### src/rtl/stream_upsize_ctrl_if.sv
// Handshake bundle between the upsizer controller, its narrow source and wide sink.
// master = controller view, slave = surrounding datapath / environment view.
interface stream_upsize_ctrl_if #(
   parameter int unsigned T_DATA_RATIO = 2
);
   logic                    s_valid_i;
   logic                    s_last_i;
   logic                    s_ready_o;
   logic [T_DATA_RATIO-1:0] lane_we_o;
   logic                    m_valid_o;
   logic                    m_ready_i;
   logic [T_DATA_RATIO-1:0] m_keep_o;
   logic                    m_last_o;

   modport master (
      input  s_valid_i, s_last_i, m_ready_i,
      output s_ready_o, lane_we_o, m_valid_o, m_keep_o, m_last_o
   );

   modport slave (
      output s_valid_i, s_last_i, m_ready_i,
      input  s_ready_o, lane_we_o, m_valid_o, m_keep_o, m_last_o
   );
endinterface

### src/rtl/stream_upsize_ctrl.sv
// Narrow-to-wide stream upsizer sequencer: steers beats into external lane registers
// and presents the wide word. Define STREAM_UPSIZE_CTRL_FLUSH_EN to flush idle partial words.
module stream_upsize_ctrl #(
   parameter int unsigned T_DATA_RATIO  = 2,
   parameter int unsigned FLUSH_TIMEOUT = 16
) (
   input  logic                 clk_i,
   input  logic                 rst_i,
   stream_upsize_ctrl_if.master bus
);
   localparam int unsigned CW = (T_DATA_RATIO > 2) ? $clog2(T_DATA_RATIO) : 1;

   if (T_DATA_RATIO < 2 || FLUSH_TIMEOUT < 1) begin : g_param_check
      $error("stream_upsize_ctrl: T_DATA_RATIO must be >= 2 and FLUSH_TIMEOUT >= 1");
   end

   typedef enum logic {ACCUM = 1'b0, FULL = 1'b1} state_t;

   state_t                  state_q;
   logic [CW-1:0]           cnt_q;
   logic [T_DATA_RATIO-1:0] keep_q;
   logic                    last_q;
   logic                    acc_c;
   logic                    flush_c;
   logic [CW-1:0]           lane_idx_c;

   // In FULL the draining word frees lane 0 for the next word in the same cycle
   assign bus.s_ready_o = !rst_i && ((state_q == ACCUM) || bus.m_ready_i);
   assign acc_c         = bus.s_valid_i && bus.s_ready_o;
   assign lane_idx_c    = (state_q == FULL) ? '0 : cnt_q;
   assign bus.lane_we_o = acc_c ? (T_DATA_RATIO'(1) << lane_idx_c) : '0;

   assign bus.m_valid_o = (state_q == FULL);
   assign bus.m_keep_o  = keep_q;
   assign bus.m_last_o  = last_q;

`ifdef STREAM_UPSIZE_CTRL_FLUSH_EN
   localparam int unsigned IW = (FLUSH_TIMEOUT > 1) ? $clog2(FLUSH_TIMEOUT) : 1;
   logic [IW-1:0] idle_q;

   // Fires on the idle cycle that would bring the count up to FLUSH_TIMEOUT
   assign flush_c = (state_q == ACCUM) && (cnt_q != '0) && !bus.s_valid_i &&
                    (idle_q == IW'(FLUSH_TIMEOUT - 1));

   always_ff @(posedge clk_i or posedge rst_i) begin
      if (rst_i) begin
         idle_q <= '0;
      end else if (acc_c || flush_c || cnt_q == '0 || state_q != ACCUM) begin
         idle_q <= '0;
      end else begin
         idle_q <= idle_q + IW'(1);
      end
   end
`else
   assign flush_c = 1'b0;
`endif

   // Sequencer: lane index, keep mask and packet-end flag
   always_ff @(posedge clk_i or posedge rst_i) begin
      if (rst_i) begin
         state_q <= ACCUM;
         cnt_q   <= '0;
         keep_q  <= '0;
         last_q  <= 1'b0;
      end else begin
         case (state_q)
            ACCUM: begin
               if (acc_c) begin
                  keep_q[cnt_q] <= 1'b1;
                  if (cnt_q == CW'(T_DATA_RATIO - 1) || bus.s_last_i) begin
                     state_q <= FULL;
                     last_q  <= bus.s_last_i;
                     cnt_q   <= '0;
                  end else begin
                     cnt_q <= cnt_q + CW'(1);
                  end
               end else if (flush_c) begin
                  state_q <= FULL;
                  last_q  <= 1'b0;
                  cnt_q   <= '0;
               end
            end
            FULL: begin
               if (bus.m_ready_i) begin
                  if (!acc_c) begin
                     state_q <= ACCUM;
                     keep_q  <= '0;
                     last_q  <= 1'b0;
                     cnt_q   <= '0;
                  end else if (bus.s_last_i) begin
                     keep_q <= T_DATA_RATIO'(1);
                     last_q <= 1'b1;
                  end else begin
                     state_q <= ACCUM;
                     keep_q  <= T_DATA_RATIO'(1);
                     last_q  <= 1'b0;
                     cnt_q   <= CW'(1);
                  end
               end
            end
            default: state_q <= ACCUM;
         endcase
      end
   end
endmodule

### src/flat_wrapper.sv
// flat-port wrapper written by rule: the top's interface ports become plain ports
module stream_upsize_ctrl_flat 
#(
   parameter int unsigned T_DATA_RATIO  = 2,
   parameter int unsigned FLUSH_TIMEOUT = 16
)
  (clk_i, rst_i, bus_s_valid_i, bus_s_last_i, bus_m_ready_i, bus_s_ready_o, bus_lane_we_o, bus_m_valid_o, bus_m_keep_o, bus_m_last_o);
  stream_upsize_ctrl_if #(.T_DATA_RATIO(T_DATA_RATIO)) bus_i ();
  input  logic clk_i;
  input  logic rst_i;
  input wire logic [$bits(bus_i.s_valid_i)-1:0] bus_s_valid_i;
  input wire logic [$bits(bus_i.s_last_i)-1:0] bus_s_last_i;
  input wire logic [$bits(bus_i.m_ready_i)-1:0] bus_m_ready_i;
  output wire logic [$bits(bus_i.s_ready_o)-1:0] bus_s_ready_o;
  output wire logic [$bits(bus_i.lane_we_o)-1:0] bus_lane_we_o;
  output wire logic [$bits(bus_i.m_valid_o)-1:0] bus_m_valid_o;
  output wire logic [$bits(bus_i.m_keep_o)-1:0] bus_m_keep_o;
  output wire logic [$bits(bus_i.m_last_o)-1:0] bus_m_last_o;
  assign bus_i.s_valid_i = bus_s_valid_i;
  assign bus_i.s_last_i = bus_s_last_i;
  assign bus_i.m_ready_i = bus_m_ready_i;
  assign bus_s_ready_o = bus_i.s_ready_o;
  assign bus_lane_we_o = bus_i.lane_we_o;
  assign bus_m_valid_o = bus_i.m_valid_o;
  assign bus_m_keep_o = bus_i.m_keep_o;
  assign bus_m_last_o = bus_i.m_last_o;
  stream_upsize_ctrl #(.T_DATA_RATIO(T_DATA_RATIO), .FLUSH_TIMEOUT(FLUSH_TIMEOUT)) u_core (.clk_i(clk_i), .rst_i(rst_i), .bus(bus_i));
endmodule
### config.mk
export PLATFORM = sky130hd
export DESIGN_NAME = stream_upsize_ctrl_flat
export DESIGN_NICKNAME = d
export VERILOG_FILES = /design/src/rtl/stream_upsize_ctrl_if.sv /design/src/rtl/stream_upsize_ctrl.sv /design/src/flat_wrapper.sv
export SDC_FILE = /design/constraint.sdc
export NUM_CORES = 1
export LEC_CHECK = 0
export ABC_CLOCK_PERIOD_IN_PS = 1300
export CAP_MARGIN = 10
export CORE_AREA = 4 4 41 43
export CTS_CLUSTER_DIAMETER = 100
export DETAILED_ROUTE_END_ITERATION = 10
export DIE_AREA = 0 0 45 47
export GPL_TIMING_DRIVEN = 0
export SETUP_SLACK_MARGIN = 0.4
export SYNTH_ARGS = -nofsm -noshare
export SYNTH_HDL_FRONTEND = slang
export SYNTH_SLANG_ARGS = --single-unit
### constraint.sdc
create_clock -name clk_i -period 1.3 [get_ports clk_i]
set_input_delay 0.13 -clock clk_i [delete_from_list [all_inputs] [get_ports clk_i]]
set_output_delay 0.13 -clock clk_i [all_outputs]
set_load 0.02 [all_outputs]
# Word level (Yosys, flattened, before mapping)
# Index checks and enable logic that the tools add are counted.
dict set report word_totals {
  out_inout_bits 7
  regBits 5
  in_bits 5
  elab_cells 47
}
dict set report op_classes {
  n_reduce_logical 9
  n_bitwise 2
  n_shift 1
  n_eq_ne 4
  n_lt_le_gt_ge 2
  muxes 24
  add_sub_neg 1
}
# cell n
set ops {}
lappend ops {{1-bit 2-to-1 mux} 16}
lappend ops {{2-bit 2-to-1 mux} 3}
lappend ops {{1-bit case mux with 2 select lines} 3}
lappend ops {{3-bit AND reduction} 2}
lappend ops {{2-bit inequality test (second input constant)} 2}
lappend ops {{2-bit case mux with 2 select lines} 1}
lappend ops {{1-bit logical AND} 3}
lappend ops {{3-bit inequality test (second input constant)} 1}
lappend ops {{1-bit logical OR} 2}
lappend ops {{1-bit by 2-bit less-than comparator with 1-bit output (second input constant)} 1}
lappend ops {{2-bit by 1-bit inequality test with 1-bit output (second input constant)} 1}
lappend ops {{2-bit bitwise OR} 1}
lappend ops {{2-bit AND reduction} 1}
lappend ops {{1-bit by 1-bit left shift with 2-bit output (first input constant)} 1}
lappend ops {{1-bit adder (second input constant)} 1}
lappend ops {{1-bit demux with 1-bit select} 1}
lappend ops {{1-bit >= comparator (second input constant)} 1}
lappend ops {{1-bit zero test} 1}
lappend ops {{1-bit inverter} 1}

# Longest topological paths before layout
# Gate-level depths: netlist of the first run.
dict set report logic_depth {
  depth_word 7
  mapped_depth 4
  ltp_nobuf 3
}

# Worst setup path before layout of the first run
# OpenSTA, ideal clock, no wires.
dict set report synth_path {
  kind {register to register}
  start {register u_core.state_q, in the netlist u_core.bus.m_valid_o}
  end {register u_core.keep_q[0], in the netlist u_core.bus.m_keep_o[0]}
  slack_ns 0.093
  stages_incl_launch_ff 4
  setup_time_ns 0.065
  required_ns 1.235
  period_less_slack_ns 1.207
  t_arrival_ns 1.142
  n_path_buf 0
  cell_sequence {dfrtp_1 -> or2_1 -> a21boi_2 -> a21o_1}
}
dict set report synth_between {
  elab_chain_cells 7
  elab_cells_between_ends 10
  cone_classes {2 x eq/ne; 3 x mux; 1 x bitwise; 4 x reduce/logical}
}
# element line
set synth_lines {}
lappend synth_lines {{start, declared} stream_upsize_ctrl.sv:19} ;# state_t state_q;
lappend synth_lines {{start signal, assigned} stream_upsize_ctrl.sv:61} ;# state_q <= ACCUM;
lappend synth_lines {{start signal, assigned} stream_upsize_ctrl.sv:71} ;# state_q <= FULL;
lappend synth_lines {{start signal, assigned} stream_upsize_ctrl.sv:78} ;# state_q <= FULL;
lappend synth_lines {{1-bit inverter} {stream_upsize_ctrl.sv:28, stream_upsize_ctrl.sv:66}}
lappend synth_lines {{1-bit logical OR} stream_upsize_ctrl.sv:28} ;# assign bus.s_ready_o = !rst_i && ((state_q == ACCUM) || bus.m_ready_i);
lappend synth_lines {{1-bit logical AND} stream_upsize_ctrl.sv:28}
lappend synth_lines {{1-bit logical AND} stream_upsize_ctrl.sv:29} ;# assign acc_c = bus.s_valid_i && bus.s_ready_o;
lappend synth_lines {{1-bit 2-to-1 mux} stream_upsize_ctrl.sv:85} ;# if (!acc_c) begin
lappend synth_lines {{2-bit 2-to-1 mux} stream_upsize_ctrl.sv:84} ;# if (bus.m_ready_i) begin
lappend synth_lines {{2-bit case mux with 2 select lines} stream_upsize_ctrl.sv:66} ;# case (state_q)
lappend synth_lines {{end signal, assigned by index} stream_upsize_ctrl.sv:69} ;# keep_q[cnt_q] <= 1'b1;
lappend synth_lines {{end signal, assigned} stream_upsize_ctrl.sv:87} ;# keep_q <= '0;
lappend synth_lines {{end signal, assigned} stream_upsize_ctrl.sv:91} ;# keep_q <= T_DATA_RATIO'(1);
lappend synth_lines {{end, declared} stream_upsize_ctrl.sv:21} ;# logic [T_DATA_RATIO-1:0] keep_q;
# Several ways; a longest one is shown, not always the timed one. The select of a mux whose other input is x is not followed.
# A chain may end at the register's enable or synchronous reset.

# Final worst setup path of the first run
dict set report layout_path {
  start {register u_core.state_q, in the netlist u_core.bus.m_valid_o}
  end {output port bus_lane_we_o[0]}
}
dict set report layout_between {
  elab_chain_cells 5
  elab_cells_between_ends 7
  cone_classes {1 x shift; 2 x mux; 1 x bitwise; 3 x reduce/logical}
}
# element line
set layout_lines {}
lappend layout_lines {{1-bit inverter} stream_upsize_ctrl.sv:28}
lappend layout_lines {{1-bit logical OR} stream_upsize_ctrl.sv:28}
lappend layout_lines {{1-bit logical AND} stream_upsize_ctrl.sv:28}
lappend layout_lines {{1-bit logical AND} stream_upsize_ctrl.sv:29}
lappend layout_lines {{2-bit 2-to-1 mux *} stream_upsize_ctrl.sv:31} ;# assign bus.lane_we_o = acc_c ? (T_DATA_RATIO'(1) << lane_idx_c) : '0;
lappend layout_lines {{end, declared} flat_wrapper.sv:15} ;# output wire logic [$bits(bus_i.lane_we_o)-1:0] bus_lane_we_o;
# Mark *: on every way between the ends. The rest lies on a longest branch, timed or not.

==> key figures, run 1 <==
Run status
  – Outcome: finished, violations left
  – Failing checks: negative setup slack

Floorplan
  – Io pins: 12
  – Die W: 45 µm
  – Initial Utilization: 0.215
  – Rows: 13
  – Die Ht: between 40 and 50 µm
  – Core ar.: about 1300 µm²
  – Die area: 2120 µm²

Timing
  – RSZ-0062 raised after global routing: true
  – Setup WS post-layout: -53.6 ps
  – Final Hold Vio Count: 0
  – Worst-Margin Slew: ~260 ps
  – Post-layout minimum cycle time: ~1400 ps
  – Setup TNS: -53.6 ps
  – Final Setup Violations: 1
  – Final worst path period share: 1.04
  – Final Skew: 2.73 ps
  – Max Freq: approximately 740 MHz
  – Max-slew violations: 0
  – Slew headroom: 0.828

Critical path
  – Reg-to-reg slack, setup: about 120 ps
  – CP Class: flop to primary output
  – Critical path launch point type: flop
  – CP Cell Sequence: or2_4 > a21boi_4 > buf_6
  – Worst Path Required: around 1200 ps
  – CP max stage cell: dfrtp_2
  – CP Max Fanout: 7
  – CP delay by family, top: flip-flops
  – R2R depth: 5
  – CP bufs+invs: 1
  – CP Data Arrival Time: 1220 ps
  – Reg2reg end: u_core.bus.m_keep_o[0]
  – Max incr delay on CP: between 400 and 500 ps
  – Reg-to-Reg Start: u_core.bus.m_valid_o
  – Worst Setup End Kind: primary output

Clock network
  – CTS sink cnt: 5
  – Clock root buffer: clkbuf_4
  – Clock Latency Late Sink: approximately 240 ps
  – Clock slew at reported path FFs: about 40 ps
  – CTS Buf Count: 3
  – CTS tree: done
  – Htree depth: 1
  – Longest Clk Path Bufs: 2

Routing
  – Final ANT Viol Nets: 0
  – DR pass1 iterations: 2
  – Final wirelength: around 720 µm
  – Via count: between 300 and 400
  – Via density: 4.37
  – Drt drc: 0
  – Drt wl/cell: 10.3 µm
  – Starting DRC count in detailed routing: 1

Worst hold path
  – Critical hold path startpoint: bus_m_ready_i
  – Worst Hold Class: input port to flop
  – Hold Crit Depth: 2
  – Worst Hold End: u_core.bus.m_keep_o[1]

Global route
  – Vias in the first global route: 270
  – Grt ovf: 0
  – Global-route wire length before repair: approximately 1100 µm
  – Pin count of the biggest net entering global routing: 9
  – Initial antenna violation count: 0
  – GRT Overall Usage: 0.0761

Placement
  – Placed Cells: between 50 and 60
  – Port bufs: 11
  – Routability cong.: ~0.7
  – Post-DP Area: ~420 µm²

Synth
  – Post-synth top area cell: dfrtp_1
  – Seq/Total Area, Yosys: 0.446
  – Syn Area/Cell: roughly 9.7 µm²
  – Syn Nets: 34
  – Top cells by area, synth: dfrtp_1 45%, inv_1 5.4%, a211oi_2 4.5%, and2_1 4.5%, nor2b_1 4.5%
  – Synth cell count leaders: 5 x dfrtp_1, 4 x inv_1
  – EDFF count, synth: 0
  – Post-Syn Area: 280 µm²
  – Most common cell in the netlist: dfrtp_1
  – Synthesis Warnings: 0
  – Asr flop ratio synth: 1.00
  – Top_reg_cell synth: dfrtp_1
  – Netlist cell types: 18
  – FF+latch count, synth: 5
  – Post-Syn Instances: 29
  – Area share of the largest cell type after synthesis: 0.446

Final layout
  – Antenna Cells: 0
  – Final nets: 61
  – Final core utilization: 0.434
  – Fin area: about 560 µm²
  – Layout area overhead: 101%
  – Post-route insts no fill: 70
  – Layout cells sized above 1: 0.545

Pwr
  – Pwr Total: 0.751 mW
  – Worst VDD drop: between 0.0006 and 0.0007 V
  – Leak: just under 0.3 nW
  – PwrDens: around 1300 nW/µm²

Run
  – Max_cap viols: 0
## registers in the layout, indices dropped and copies added, names as in the netlist
register,count
u_core.bus.m_last_o,1
u_core.cnt_q,1
u_core.bus.m_valid_o,1
u_core.bus.m_keep_o,2
## through the flow
step           hold slack (ps)  setup WS [ps]
3_5_place_dp               401           -485
4_1_cts                    326          -73.0
5_1_grt                    335           -100
3_3_place_gp               393           -471
2_1_floorplan            -83.3            192
6_report                   326          -53.6
## cell usage in the layout (no fill, tap or decap), types with 2 or more instances in the layout
| cell type | n |
|---|---|
| and2_4 | 2 |
| inv_1 | 3 |
| buf_6 | 9 |
| clkbuf_4 | 3 |
| dlygate4sd2_1 | 2 |
| a21oi_1 | 2 |
| nand2_1 | 2 |
| dfrtp_1 | 4 |
| buf_4 | 9 |
## logic make-up (layout without fill, tap and decap cells)
group / Yosys count / in the layout / synth area share
AOI/OAI and AO/OA: 9 / 9 / 0.246
and+or+nand+nor: 9 / 9 / 0.179
DFF: 5 / 5 / 0.446
buffers and inverters: 5 / 31 / 0.0937
muxes: 1 / 1 / 0.0357
## worst max path at each step
stage	cells after the start	start	end
floorplan	3	u_core.bus.m_valid_o	u_core.bus.m_keep_o[0]
global placement	5	bus_s_valid_i	bus_lane_we_o[0]
detailed placement	5	bus_s_valid_i	bus_lane_we_o[0]
CTS	3	u_core.bus.m_valid_o	bus_lane_we_o[0]
global route	3	u_core.bus.m_valid_o	bus_lane_we_o[0]
finish	3	u_core.bus.m_valid_o	bus_lane_we_o[0]
## metal layers
layer / vias up / GRT usage / routed length (µm)
li1: 153 / - / -
met3: 2 / 0.0230 / 63
met2: 10 / 0.107 / 322
met1: 141 / 0.0917 / 325
met4: 0 / 0.0702 / 6
met5: - / 0 / 0
## what timing repair did
item / CTS / global route
pin swaps: 1 / 1
setup endpoints to repair: 12 / 12
setup buffers: 7 / 3
gates resized for setup: 47 / 5
hold endpoints to repair: 5 / 0
hold buffers: 1 / 0
## worst reg2reg max path: stages (launching register included)
cell and delay (ps):
dfrtp_2 450, or2_4 260, a21boi_4 140, buf_4 130, buf_6 80, a21o_1 70
## layout make-up
class,count,area [µm²]
Sequential cell,5,126
Buffer,1,11.3
Fill cell,152,737
Multi-Input combinational cell,19,159
Timing Repair Buffer,22,208
Tap cell,15,18.8
Clock buffer,4,26.3
Inverter,4,15.0
## where the power goes
part	total [mW]	switching (mW)	internal (mW)
sequential	0.233	0.0357	0.197
combinational	0.342	0.144	0.198
clock	0.176	0.0602	0.116
(Power assumes the default switching activity.)
==> run 2: changes to the inputs <==
Settings changed: ABC_CLOCK_PERIOD_IN_PS 1300 to 1700, CORE_AREA 4 4 41 43 to 3 3 40 42, DIE_AREA 0 0 45 47 to 0 0 43 45.
Clock period 1.3 ns to 1.7 ns, I/O delays scaled along.
==> key figures, run 2 (same netlist as run 1, synthesis figures left out) <==
Timing
  – Worst-Margin Slew: 172 ps (-85.2 ps)
  – Max Freq: 732 MHz
  – Final Hold Vio Count: 0 (unchanged)
  – Final Setup Violations: 0 (-1)
  – Max-slew violations: 0 (unchanged)
  – Slew headroom: 0.882 (+0.0541)
  – RSZ-0062 raised after global routing: true
  – Final worst path period share: 0.803
  – Post-layout minimum cycle time: around 1400 ps
  – Final Skew: 2.32 ps (-0.416 ps)
  – Setup TNS: 0 ps (+53.6 ps)
  – Min Hold Slack: 174 ps (-152 ps)

Placement
  – Port bufs: 11 (unchanged)
  – Placed Cells: 55 (unchanged)
  – Post-DP HPWL: approximately 440 µm
  – Routability cong.: 0.636 (-7.9%)

Final layout
  – Layout area overhead: 77.7%
  – Final nets: 57 (-6.6%)
  – Commonest cells after routing, fill and taps aside: 7 x buf_4, 4 x buf_6, 4 x dlygate4sd2_1, 4 x dfrtp_1
  – Layout cells sized above 1: 0.451 (-0.0945)
  – Post-route insts no fill: 66 (-5.7%)
  – Commonest non-fill, non-tap cell in the layout: buf_4
  – Layout filler cell count: 132 (-13%)
  – Antenna Cells: 0 (unchanged)
  – Final core utilization: 0.388 (-0.0461)
  – Max reg flops: 2 (unchanged)

Floorplan
  – Die W: 43 µm (-4.4%)
  – Die Ht: 45 µm (-4.3%)
  – Core ar.: 1280 µm² (-1.3%)
  – Io pins: 12 (unchanged)
  – Die area: 1940 µm² (-8.5%)
  – Initial Utilization: 0.218 (+0.00273)
  – Rows: 13 (unchanged)

Routing
  – Drt drc: 0 (unchanged)
  – Starting DRC count in detailed routing: 6 (+5)
  – Final wirelength: 768 µm (+6.8%)
  – Final ANT Viol Nets: 0 (unchanged)
  – DR pass1 iterations: 2 (unchanged)
  – Via density: 4.36 (-0.18%)
  – Via count: 288 (-5.9%)
  – Drt wl/cell: 11.6 µm (+13%)

Critical path
  – Worst Setup End Kind: primary output
  – Reg-to-Reg Start: u_core.cnt_q
  – Reg-to-reg slack, setup: 600 ps (+480 ps)
  – CP Max Fanout: 5 (-2)
  – R2R depth: 4 (-1)
  – Crit path to: bus_lane_we_o[0]
  – Reg2reg end: u_core.bus.m_last_o
  – Critical path launch point type: flop
  – CP Data Arrival Time: 1200 ps (-20 ps)
  – CP startpoint: u_core.bus.m_valid_o
  – CP Class: flop to primary output
  – Worst Path Required: 1530 ps (+360 ps)

Clock network
  – Clock root buffer: clkbuf_4
  – Htree depth: 1 (unchanged)
  – Clock slew at reported path FFs: 50 ps (about the same)
  – CTS tree: done
  – CTS Buf Count: 3 (unchanged)
  – Post-CTS Hold Buffers: 0 (-1)
  – Longest Clk Path Bufs: 2 (unchanged)
  – CTS sink cnt: 5 (unchanged)
  – Clock Latency Late Sink: 250 ps (about the same)

Run status
  – Outcome: finished, final reports clean

Global route
  – Initial antenna violation count: 0 (unchanged)
  – GRT Overall Usage: 0.103 (+0.0267)
  – Grt ovf: 0 (unchanged)
  – Global-route wire length before repair: 1340 µm (+21%)
  – Vias in the first global route: 324 (+20%)
  – Pin count of the biggest net entering global routing: 7 (-2)

Pwr
  – PwrDens: 1070 nW/µm² (-19%)
  – Worst VDD drop: 0.000508 V (-20%)
  – Pwr Total: 0.535 mW (-29%)
  – Leak: 0.252 nW (-14%)

Run
  – Max_cap viols: 0 (unchanged)

Worst hold path
  – Worst Hold Class: input port to async pin
==> run 2: repair_timing <==
item	4_1_cts	5_1_grt
endpoints found under the setup margin	7	4
gates resized for setup	24	7
pin swaps	0	1
buffers inserted	6	1
==> run 2: metrics by stage <==
step | area (µm²) | worst slack [ps]
after detailed placement | 409 | -154
after CTS | 479 | 299
final | 498 | 335
after global placement | 409 | -156
after floorplan | 280 | 493
after global routing | 498 | 283
==> run 2: per-layer routing <==
layer | track usage | part of all wire | vias up
li1 | - | - | 142
met1 | 0.0949 | 0.43 | 131
met2 | 0.165 | 0.45 | 13
met3 | 0.0677 | 0.094 | 2
met4 | 0.0723 | 0.022 | 0
met5 | 0 | 0 | -
==> run 2: critical path: stages, from the launching register on <==
cell and delay, ps:
dfrtp_2 430, or2_1 220, a21boi_2 160, buf_6 140
==> run 2: worst min path at each step <==
stage	to	slack, ps
2_1_floorplan	u_core.bus.m_keep_o[0]	-50
3_3_place_gp	u_core.bus.m_last_o	440
3_5_place_dp	u_core.bus.m_last_o	440
4_1_cts	u_core.cnt_q	160
5_1_grt	u_core.bus.m_keep_o[1]	190
6_report	u_core.bus.m_keep_o[1]	170
==> run 2: layout make-up <==
class,count,area (µm²),share of cell area
plain buffers,1,11.3,0.0226
multi-input cells,19,144,0.289
flip-flops and latches,5,126,0.254
inverters,4,15.0,0.0302
well taps,15,18.8,0.0377
clock buffers,4,26.3,0.0528
repair buffers,18,156,0.314
==> run 2: power breakdown <==
group / internal, mW / switching, mW / leakage [nW] / total [mW]
logic: 0.113 / 0.108 / 0.179 / 0.222
clock network: 0.0891 / 0.0539 / 0.0150 / 0.143
registers: 0.150 / 0.0204 / 0.0585 / 0.171
total: 0.353 / 0.183 / 0.252 / 0.535
